### src/rtl/mole_scheduler.sv
// Whack-a-mole game controller: game FSM, round countdown, and paced random LED requests to the hit-detector.
// Latency: a request appears 1 cycle after its slot fires when the candidate LED is free, plus 1 cycle per busy LED probed.
// Backpressure: led_busy stalls selection; after NUM_LEDS busy probes the slot is dropped. Optional macro HIGH_SCORE_EN adds the high-score register.
module mole_scheduler #(
    parameter int CLK_HZ          = 50_000_000,
    parameter int NUM_LEDS        = 18,
    parameter int GAME_TIME_SEC   = 30,
    parameter int START_PERIOD_MS = 1000,
    parameter int MIN_PERIOD_MS   = 250,
    parameter int STEP_MS         = 50,
    parameter int RAMP_EVERY      = 8
) (
    input  logic                clk,
    input  logic                rst,
    input  logic                start,
    input  logic [NUM_LEDS-1:0] led_busy,
    input  logic [11:0]         score,
    output logic [4:0]          led_index,
    output logic                led_request,
    output logic                score_clr,
    output logic                game_active,
    output logic                game_over,
    output logic [7:0]          time_left,
    output logic [11:0]         high_score
);

    localparam int TICK_DIV = CLK_HZ / 1000;
    localparam int TICK_W   = $clog2(TICK_DIV + 1);
    localparam logic [TICK_W-1:0] TICK_LAST = TICK_W'(TICK_DIV - 1);
    localparam logic [4:0]  NL        = 5'(NUM_LEDS);
    localparam logic [4:0]  NL_LAST   = 5'(NUM_LEDS - 1);
    localparam logic [15:0] P_START   = 16'(START_PERIOD_MS);
    localparam logic [15:0] P_MIN     = 16'(MIN_PERIOD_MS);
    localparam logic [15:0] P_STEP    = 16'(STEP_MS);
    localparam logic [7:0]  RAMP_LAST = 8'(RAMP_EVERY - 1);
    localparam logic [7:0]  T_GAME    = 8'(GAME_TIME_SEC);

    typedef enum logic [1:0] {IDLE, PLAY, OVER} state_t;

    state_t              state;
    logic [15:0]         lfsr;
    logic [TICK_W-1:0]   tick_cnt;
    logic [9:0]          sec_ms;
    logic [15:0]         slot_cnt;
    logic [15:0]         period;
    logic [7:0]          issued;
    logic                sel_active;
    logic [4:0]          probe_idx;
    logic [4:0]          probe_cnt;

    logic                tick;
    logic                sec_wrap;
    logic                ending;
    logic                slot_fire;
    logic [4:0]          cand;
    logic                issue_vld;
    logic [4:0]          issue_idx;

    function automatic logic [4:0] wrap_inc(input logic [4:0] idx);
        return (idx == NL_LAST) ? 5'd0 : idx + 5'd1;
    endfunction

    // 1 ms tick only advances while playing; the last second rolling over ends the round.
    assign tick      = (state == PLAY) && (tick_cnt == TICK_LAST);
    assign sec_wrap  = tick && (sec_ms == 10'd999);
    assign ending    = (time_left == 8'd0) || (sec_wrap && (time_left == 8'd1));
    assign slot_fire = tick && ((slot_cnt + 16'd1) == period);
    assign cand      = (lfsr[4:0] >= NL) ? (lfsr[4:0] - NL) : lfsr[4:0];

    // Free-running Galois LFSR (taps 16,14,13,11); start timing decorrelates each game's sequence.
    always_ff @(posedge clk) begin
        if (rst) begin
            lfsr <= 16'hACE1;
        end else begin
            lfsr <= {1'b0, lfsr[15:1]} ^ (lfsr[0] ? 16'hB400 : 16'h0000);
        end
    end

    // Decide whether this cycle hands an LED to the hit-detector: fresh candidate on a slot, else the current probe.
    always_comb begin
        issue_vld = 1'b0;
        issue_idx = cand;
        if ((state == PLAY) && !ending) begin
            if (slot_fire) begin
                issue_vld = !led_busy[cand];
            end else if (sel_active) begin
                issue_vld = !led_busy[probe_idx];
                issue_idx = probe_idx;
            end
        end
    end

    // Game FSM with round/slot timers, probing, difficulty ramp and registered outputs.
    always_ff @(posedge clk) begin
        if (rst) begin
            state       <= IDLE;
            game_active <= 1'b0;
            game_over   <= 1'b0;
            score_clr   <= 1'b0;
            led_request <= 1'b0;
            led_index   <= '0;
            time_left   <= '0;
            period      <= P_START;
            tick_cnt    <= '0;
            sec_ms      <= '0;
            slot_cnt    <= '0;
            issued      <= '0;
            sel_active  <= 1'b0;
            probe_idx   <= '0;
            probe_cnt   <= '0;
        end else begin
            led_request <= 1'b0;
            score_clr   <= 1'b0;
            case (state)
                IDLE, OVER: begin
                    if (start) begin
                        state       <= PLAY;
                        game_active <= 1'b1;
                        game_over   <= 1'b0;
                        score_clr   <= 1'b1;
                        time_left   <= T_GAME;
                        period      <= P_START;
                        tick_cnt    <= '0;
                        sec_ms      <= '0;
                        slot_cnt    <= '0;
                        issued      <= '0;
                        sel_active  <= 1'b0;
                    end
                end
                PLAY: begin
                    tick_cnt <= tick ? '0 : tick_cnt + 1'b1;
                    if (tick) begin
                        sec_ms   <= sec_wrap ? '0 : sec_ms + 10'd1;
                        slot_cnt <= slot_fire ? '0 : slot_cnt + 16'd1;
                    end
                    if (sec_wrap && (time_left != 8'd0)) begin
                        time_left <= time_left - 8'd1;
                    end

                    // A ramp step shortens the interval from the next slot onward.
                    if (issue_vld) begin
                        led_request <= 1'b1;
                        led_index   <= issue_idx;
                        if (issued == RAMP_LAST) begin
                            issued <= '0;
                            period <= (period >= (P_MIN + P_STEP)) ? (period - P_STEP) : P_MIN;
                        end else begin
                            issued <= issued + 8'd1;
                        end
                    end

                    // A new slot always restarts selection; running out of time aborts it.
                    if (time_left == 8'd0) begin
                        state       <= OVER;
                        game_active <= 1'b0;
                        game_over   <= 1'b1;
                        sel_active  <= 1'b0;
                    end else if (ending || issue_vld) begin
                        sel_active <= 1'b0;
                    end else if (slot_fire) begin
                        sel_active <= 1'b1;
                        probe_idx  <= wrap_inc(cand);
                        probe_cnt  <= 5'd1;
                    end else if (sel_active) begin
                        if (probe_cnt == NL_LAST) begin
                            sel_active <= 1'b0;
                        end else begin
                            probe_idx <= wrap_inc(probe_idx);
                            probe_cnt <= probe_cnt + 5'd1;
                        end
                    end
                end
                default: state <= IDLE;
            endcase
        end
    end

`ifdef HIGH_SCORE_EN
    logic over_q;

    // On the first OVER cycle compare the final score; only a strictly better score replaces the record.
    always_ff @(posedge clk) begin
        if (rst) begin
            over_q     <= 1'b0;
            high_score <= '0;
        end else begin
            over_q <= game_over;
            if (game_over && !over_q && (score > high_score)) begin
                high_score <= score;
            end
        end
    end
`else
    logic unused_score;

    assign high_score   = '0;
    assign unused_score = ^score;
`endif

endmodule

### config.mk
export PLATFORM = sky130hd
export DESIGN_NAME = mole_scheduler
export DESIGN_NICKNAME = d
export VERILOG_FILES = /design/src/rtl/mole_scheduler.sv
export SDC_FILE = /design/constraint.sdc
export NUM_CORES = 1
export LEC_CHECK = 0
export CAP_MARGIN = 20
export CORE_MARGIN = 3
export CORE_UTILIZATION = 35
export DETAILED_ROUTE_END_ITERATION = 12
export GPL_ROUTABILITY_DRIVEN = 0
export GPL_TIMING_DRIVEN = 0
export SYNTH_ARGS = -nofsm -noshare
export SYNTH_HDL_FRONTEND = slang
export SYNTH_SLANG_ARGS = --single-unit
### constraint.sdc
create_clock -name clk -period 9.9 [get_ports clk]
set_clock_uncertainty 0.2 [all_clocks]
set_input_delay 2.97 -clock clk [delete_from_list [all_inputs] [get_ports clk]]
set_output_delay 2.97 -clock clk [all_outputs]
set_load 0.005 [all_outputs]
After elaboration in Yosys (flattened, before gate mapping)

Cells that the tools add are included.

Add/subtract/negate cells: 10
Magnitude comparators: 4
Bitwise operators: 5
Multiplexer cells: 59
Reductions and logical operators: 28
Eq/ne operators: 17

Operator list:

| cell                                                                          | count |
|---|---|
| 16-bit two-way mux                                                            | 9 |
| 16-bit one-hot mux with 2 select lines                                        | 3 |
| 5-bit two-way mux                                                             | 12 |
| 8-bit two-way mux                                                             | 5 |
| 16-bit by 1-bit adder with 16-bit output (second input constant)              | 2 |
| 8-bit one-hot mux with 2 select lines                                         | 2 |
| 10-bit two-way mux                                                            | 3 |
| 10-bit one-hot mux with 2 select lines                                        | 1 |
| 16-bit equality test                                                          | 1 |
| 16-bit equality test (second input constant)                                  | 1 |
| 16-bit by 9-bit >= comparator with 1-bit output (second input constant)       | 1 |
| 1-bit two-way mux                                                             | 16 |
| 16-bit by 6-bit subtractor with 16-bit output (second input constant)         | 1 |
| 15-bit by 16-bit XOR with 16-bit output                                       | 1 |
| 5-bit by 1-bit adder with 5-bit output (second input constant)                | 3 |
| 5-bit equality test (second input constant)                                   | 3 |
| 5-bit by 6-bit less-than comparator with 1-bit output (second input constant) | 2 |
| 3-bit AND reduction                                                           | 4 |
| 10-bit by 1-bit adder with 10-bit output (second input constant)              | 1 |
| 1-bit binary-select mux with 5-bit select                                     | 2 |
| 10-bit equality test (second input constant)                                  | 1 |
| 8-bit by 1-bit adder with 8-bit output (second input constant)                | 1 |
| 8-bit by 1-bit equality test with 1-bit output (second input constant)        | 1 |
| 8-bit by 3-bit equality test with 1-bit output (second input constant)        | 1 |
| other kinds (22)                                                              | 46 |

Output and inout port bits: 29
Flip-flop bits (word level): 112
Word-level logic and storage cells: 139
Bits of input ports: 33

Depth between registers and ports, before layout

Depth in word-level cells: 12
Gate-level depth with buffers: 13
Mapped depth without buffers: 12

Least setup slack after synthesis

Ideal clock, no wire load.

Kind: input port to flip-flop
From: input led_busy[5]
To: register period[8]
Path slack: 4.553 ns
Stages on the path: 9
Buffers on the path: 1
Setup time: 0.120 ns
Arrival: 5.027 ns
Required time: 9.580 ns
Cell sequence: mux4_2 > mux4_2 > nand2b_1 > o311ai_1 > or3_1 > nand2_4 > buf_6 > o21ai_1 > a211o_1

Longest elaborated chain between the ends: 8
Elaborated cells on any way between the ends: 11
Those cells by class: eq/ne (1); mux (7); reduce/logical (3)

RTL lines:

| what                                      | RTL line | RTL |
|---|---|---|
| from (decl)                               | 16       | `input logic [NUM_LEDS-1:0] led_busy,` |
| 1-bit binary-select mux with 5-bit select | 87       | `issue_vld = !led_busy[probe_idx];` |
| 1-bit two-way mux (implied by the code)   | 87       |  |
| 1-bit logical NOT                         | 87       |  |
| 1-bit two-way mux                         | 86       | `end else if (sel_active) begin` |
| 1-bit two-way mux *                       | 84       | `if (slot_fire) begin` |
| 1-bit two-way mux *                       | 83       | `if ((state == PLAY) && !ending) begin` |
| 2-bit inequality test (no source line) *  | --       |  |
| 4-bit AND reduction (no source line) *    | --       |  |
| to (signal assigned)                      | 146      | `period <= (period >= (P_MIN + P_STEP)) ? (period - P_STEP) : P_MIN;` |
| to (decl)                                 | 45       | `logic [15:0] period;` |

Every way passes the cells marked *; elsewhere a longest branch is shown, timed or not. The select of a mux whose other input is x is not followed.
A chain may end at the register's enable or synchronous reset.

Worst setup path after layout

From: input led_busy[13]
To: register period[8]

The elaborated chain is that of the path after synthesis.

==> summary.md <==
| Metric | Value |
|---|---|
| CP Depth | 10 |
| Max Cap Viol | 0 |
| Number of synthesized flops with an enable pin | 0 |
| Min-delay worst type | register to register |
| CTS Hold Bufs | 0 |
| GRT busiest layer | met2 |
| Detailed-route wire length per cell | 16.0 um |
| Fin. Hold Viols | 0 |
| Place WS | 3.82 ns |
| Core region area | ~19000 um2 |
| Top-count cell post-synth | dfxtp_1 |
| Mean Syn Cell Area | between 8 and 9 um2 |
| Fin crit share | 57.6% |
| Die width | 144 um |
| Met1 Use GR | between 20% and 30% |
| Crit path required time | just under 10 ns |
| Flop pwr share | 48.9% |
| Synth async-reset ratio | 0% |
| CP Launch Type | input port |
| CP Capture Type | register |
| Post-Synth XOR/XNOR Area | 5.09% |
| Slowest-stage cell, CP | mux4_2 |
| Slew @ Worst Pin | 0.852 ns |
| Leak | between 2 and 3 nW |
| Worst-path cell chain | clkdlybuf4s50_1, mux4_2, mux4_2, nand2b_1, o311ai_1, or3_1, nand2_4, buf_6, o21ai_1, a211o_1 |
| CTS tree | yes |
| Max incr delay on CP | 0.48 ns |
| Row count | 50 |
| Power share of the clock group | 36.5% |
| Root Buffer | clkbuf_16 |
| Unrepaired setup endpoints after global routing | false |
| First-pass GRT wire length | 29500 um |
| Num Clock Sinks | 111 |
| Largest net degree at the start of global routing | 18 |
| Initial Util | 35.8% |
| Final min period | 5.70 ns |
| CP Max Fanout | 10 |
| Total Wirelength | 17900 um |
| Layout cells sized above 1 | 9.59% |
| PwrDens | 124 nW/um2 |
| Status | complete, no violations |
| I/O pin count | 62 |
| Routed vias | 6191 |
| Main combinational cell family by area after synthesis | simple AND/OR/NAND/NOR gates |
| Port bufs | 37 |
| Dominant cells by area after synthesis | dfxtp_1, a21oi_1, nor2_1 |
| Worst Setup Slack, final | roughly 4.2 ns |
| Synth cell types | a little over 90 |
| Setup TNS Final | 0 ns |
| Logic pwr share | between 10 and 15% |
| Clock buffer count from CTS | 9 |
| Vias per Instance | 5.53 |
| Worst r2r path cells | 12 |
| Peak supply drop | 0.0823 mV |
| Worst hold slack | 0.219 ns |
| GRT met2 Usage | 28.3% |
| Placed wire-length estimate | 12900 um |
| Synth cell count leaders | dfxtp_1, nor2_1, a21oi_1, nand2_1, o21ai_0 |
| WP buf/inv | 2 |
| Area grow syn2layout | 14.6% |
| # resized after CTS | 0 |
| Gr ovfl total | 0 |
| CP Class | input port to register |
| Post-synthesis sequential area ratio | 33.1% |
| Clk slew on worst S/H paths | 0.07 ns |
| Peak Freq | around 180 MHz |
| Crit path max-delay family | multiplexers |
| Crit path top cell by count | mux4_2 |
| Initial antenna violation count | 0 |
| Synth Flop Type | dfxtp_1 |
| Max Root-Sink Buffers | 2 |
| Yosys reg bits | 111 |
| DIE AREA | 20900 um2 |
| Cell Area, Synth | ~6700 um2 |
| Pre-antenna DRT Iters | 5 |
| Via count of the first global-routing pass | 5696 |
| Nets | 930 |
| Total GRT Usage | 17.6% |
| H-tree depth | 3 |
| Post-Synth Adder-Cell Area | 2.80% |
| Synth top area share | 33.1% |
| Die Ht | approximately 140 um |
| # setup viols final | 0 |
| Mux share of post-synthesis cell area | approximately 2.8% |
| Placed instance area | 7420 um2 |
| Total of warnings raised by yosys | 0 |
| DRC violations left | 0 |
| CP arrival | 5.75 ns |
| Post-route cell area | about 7700 um2 |
| Hold Path Cell Cnt | 1 |
| Post-CTS setup buffers | 0 |
| Compound-Gate Fraction of Synth Area | between 20% and 30% |
| Net Switching | 0.000266 W |
| Synthesized instance count | 823 |
| First DRT Iteration DRCs | 362 |
| GR Util met3 | ~3.6% |
| Post-Place Cells | 1105 |
| Sw Share | between 20 and 30% |
| Non-filler cells, final | 1120 |
| Pins Over Slew Limit | 0 |
| Rel. slew slack | 43.2% |
| Pint | between 0.0006 and 0.0007 W |
| Skew-Pair Late Insertion Delay | 0.36 ns |
| Post-Synth Simple-Gate Area | 28.5% |
| Antenna Nets Post-Route | 0 |
| Yosys top cell by area | dfxtp_1 |
| Ant diodes | 0 |
-- worst reg2reg max path, cell delays in order, from the launching register on --
cell	delay, ns
dfxtp_1	0.48
inv_1	0.14
ha_1	0.30
nor2b_4	0.18
a211o_2	0.34
nand2_2	0.14
mux2_1	0.37
a221oi_2	0.55
o311ai_4	0.24
a21oi_4	0.29
buf_4	0.22
a21oi_1	0.08
a21o_1	0.15
-- cells in the final DEF (no fill, tap or decap), types with 4 or more instances in the layout --
master           netlist  final
nor2b_1               17     17
inv_1                 17     17
a31oi_1                7      7
nand4_1               14     14
o21ai_1                7      7
a32o_1                 5      5
clkbuf_1              25     26
nand2b_1              13     13
nor3b_1                6      6
nor4_1                 6      6
nand2_1               57     57
a21oi_1               72     72
and2_1                 5      5
and3_1                22     22
mux4_2                 5      5
clkdlybuf4s50_1        0     37
dfxtp_1              111    111
xor2_1                20     20
or2_2                  6      6
or3_1                 15     15
nand3b_1              12     12
nand3_1               26     26
and4_1                11     11
clkbuf_16              0      9
xnor2_1               19     19
mux2i_1                5      5
o21ai_0               52     52
nor3_1                23     23
buf_4                 18     18
conb_1                 1     12
a21o_1                 8      8
buf_2                 11     11
a211oi_1              12     12
buf_1                  4      4
ha_1                  15     15
o211ai_1               8      8
nor2_1                90     90
-- flip-flops by register name, indices dropped and copies added, names as in the netlist, 8 cells and up --
name       count
issued         8
lfsr          16
period        15
sec_ms        10
slot_cnt      16
tick_cnt      16
time_left      8
-- per-layer routing --
metal | wire length (um) | up-vias
met2 | 8280 | 149
met5 | 0 | -
met1 | 8460 | 2932
li1 | - | 3082
met3 | 838 | 28
met4 | 306 | 0
-- per-stage QoR --
step / power [W] / utilization (%)
after global placement: 0.000616 / 39.5
after floorplan: 0.000568 / -
after CTS: 0.000969 / 41.0
after global routing: 0.00100 / 41.0
after detailed placement: 0.000616 / 39.5
final: 0.000956 / 41.0
-- worst paths after layout --
check        slack (ns)         start          to
min                0.22       lfsr[6]     lfsr[5]
max                4.20  led_busy[13]   period[8]
min reg2reg        0.22       lfsr[6]     lfsr[5]
max reg2reg        6.12       lfsr[1]  period[14]
-- power by group through the flow --
| stage | logic, W | clock network (W) | registers (W) |
|---|---|---|---|
| finish | 0.000140 | 0.000349 | 0.000467 |
| global route | 0.000155 | 0.000379 | 0.000469 |
| CTS | 0.000139 | 0.000362 | 0.000467 |
| detailed placement | 0.000138 | 0 | 0.000478 |
| global placement | 0.000138 | 0 | 0.000478 |
| floorplan | 0.0000929 | 0 | 0.000475 |
-- kinds of logic (layout without fill, tap and decap cells) --
family          Yosys count  in the layout
fa+ha+maj                15             15
other cells               1             12
simple gates            348            348
xor+xnor                 39             39
flops                   111            111
compound gates          217            217
buf+inv                  80            132
mux                      12             12
-- area by class of cell --
| cell class | count | area (um2) |
|---|---|---|
| Clock inverter | 4 | 31.3 |
| Clock buffer | 11 | 243 |
| Fill cell | 1951 | 11100 |
| Sequential cell | 111 | 2220 |
| Buffer | 61 | 333 |
| Multi-Input combinational cell | 643 | 4130 |
| Tap cell | 234 | 293 |
| Inverter | 19 | 71.3 |
| Timing Repair Buffer | 37 | 370 |
Power figures use the tool's default switching activity.
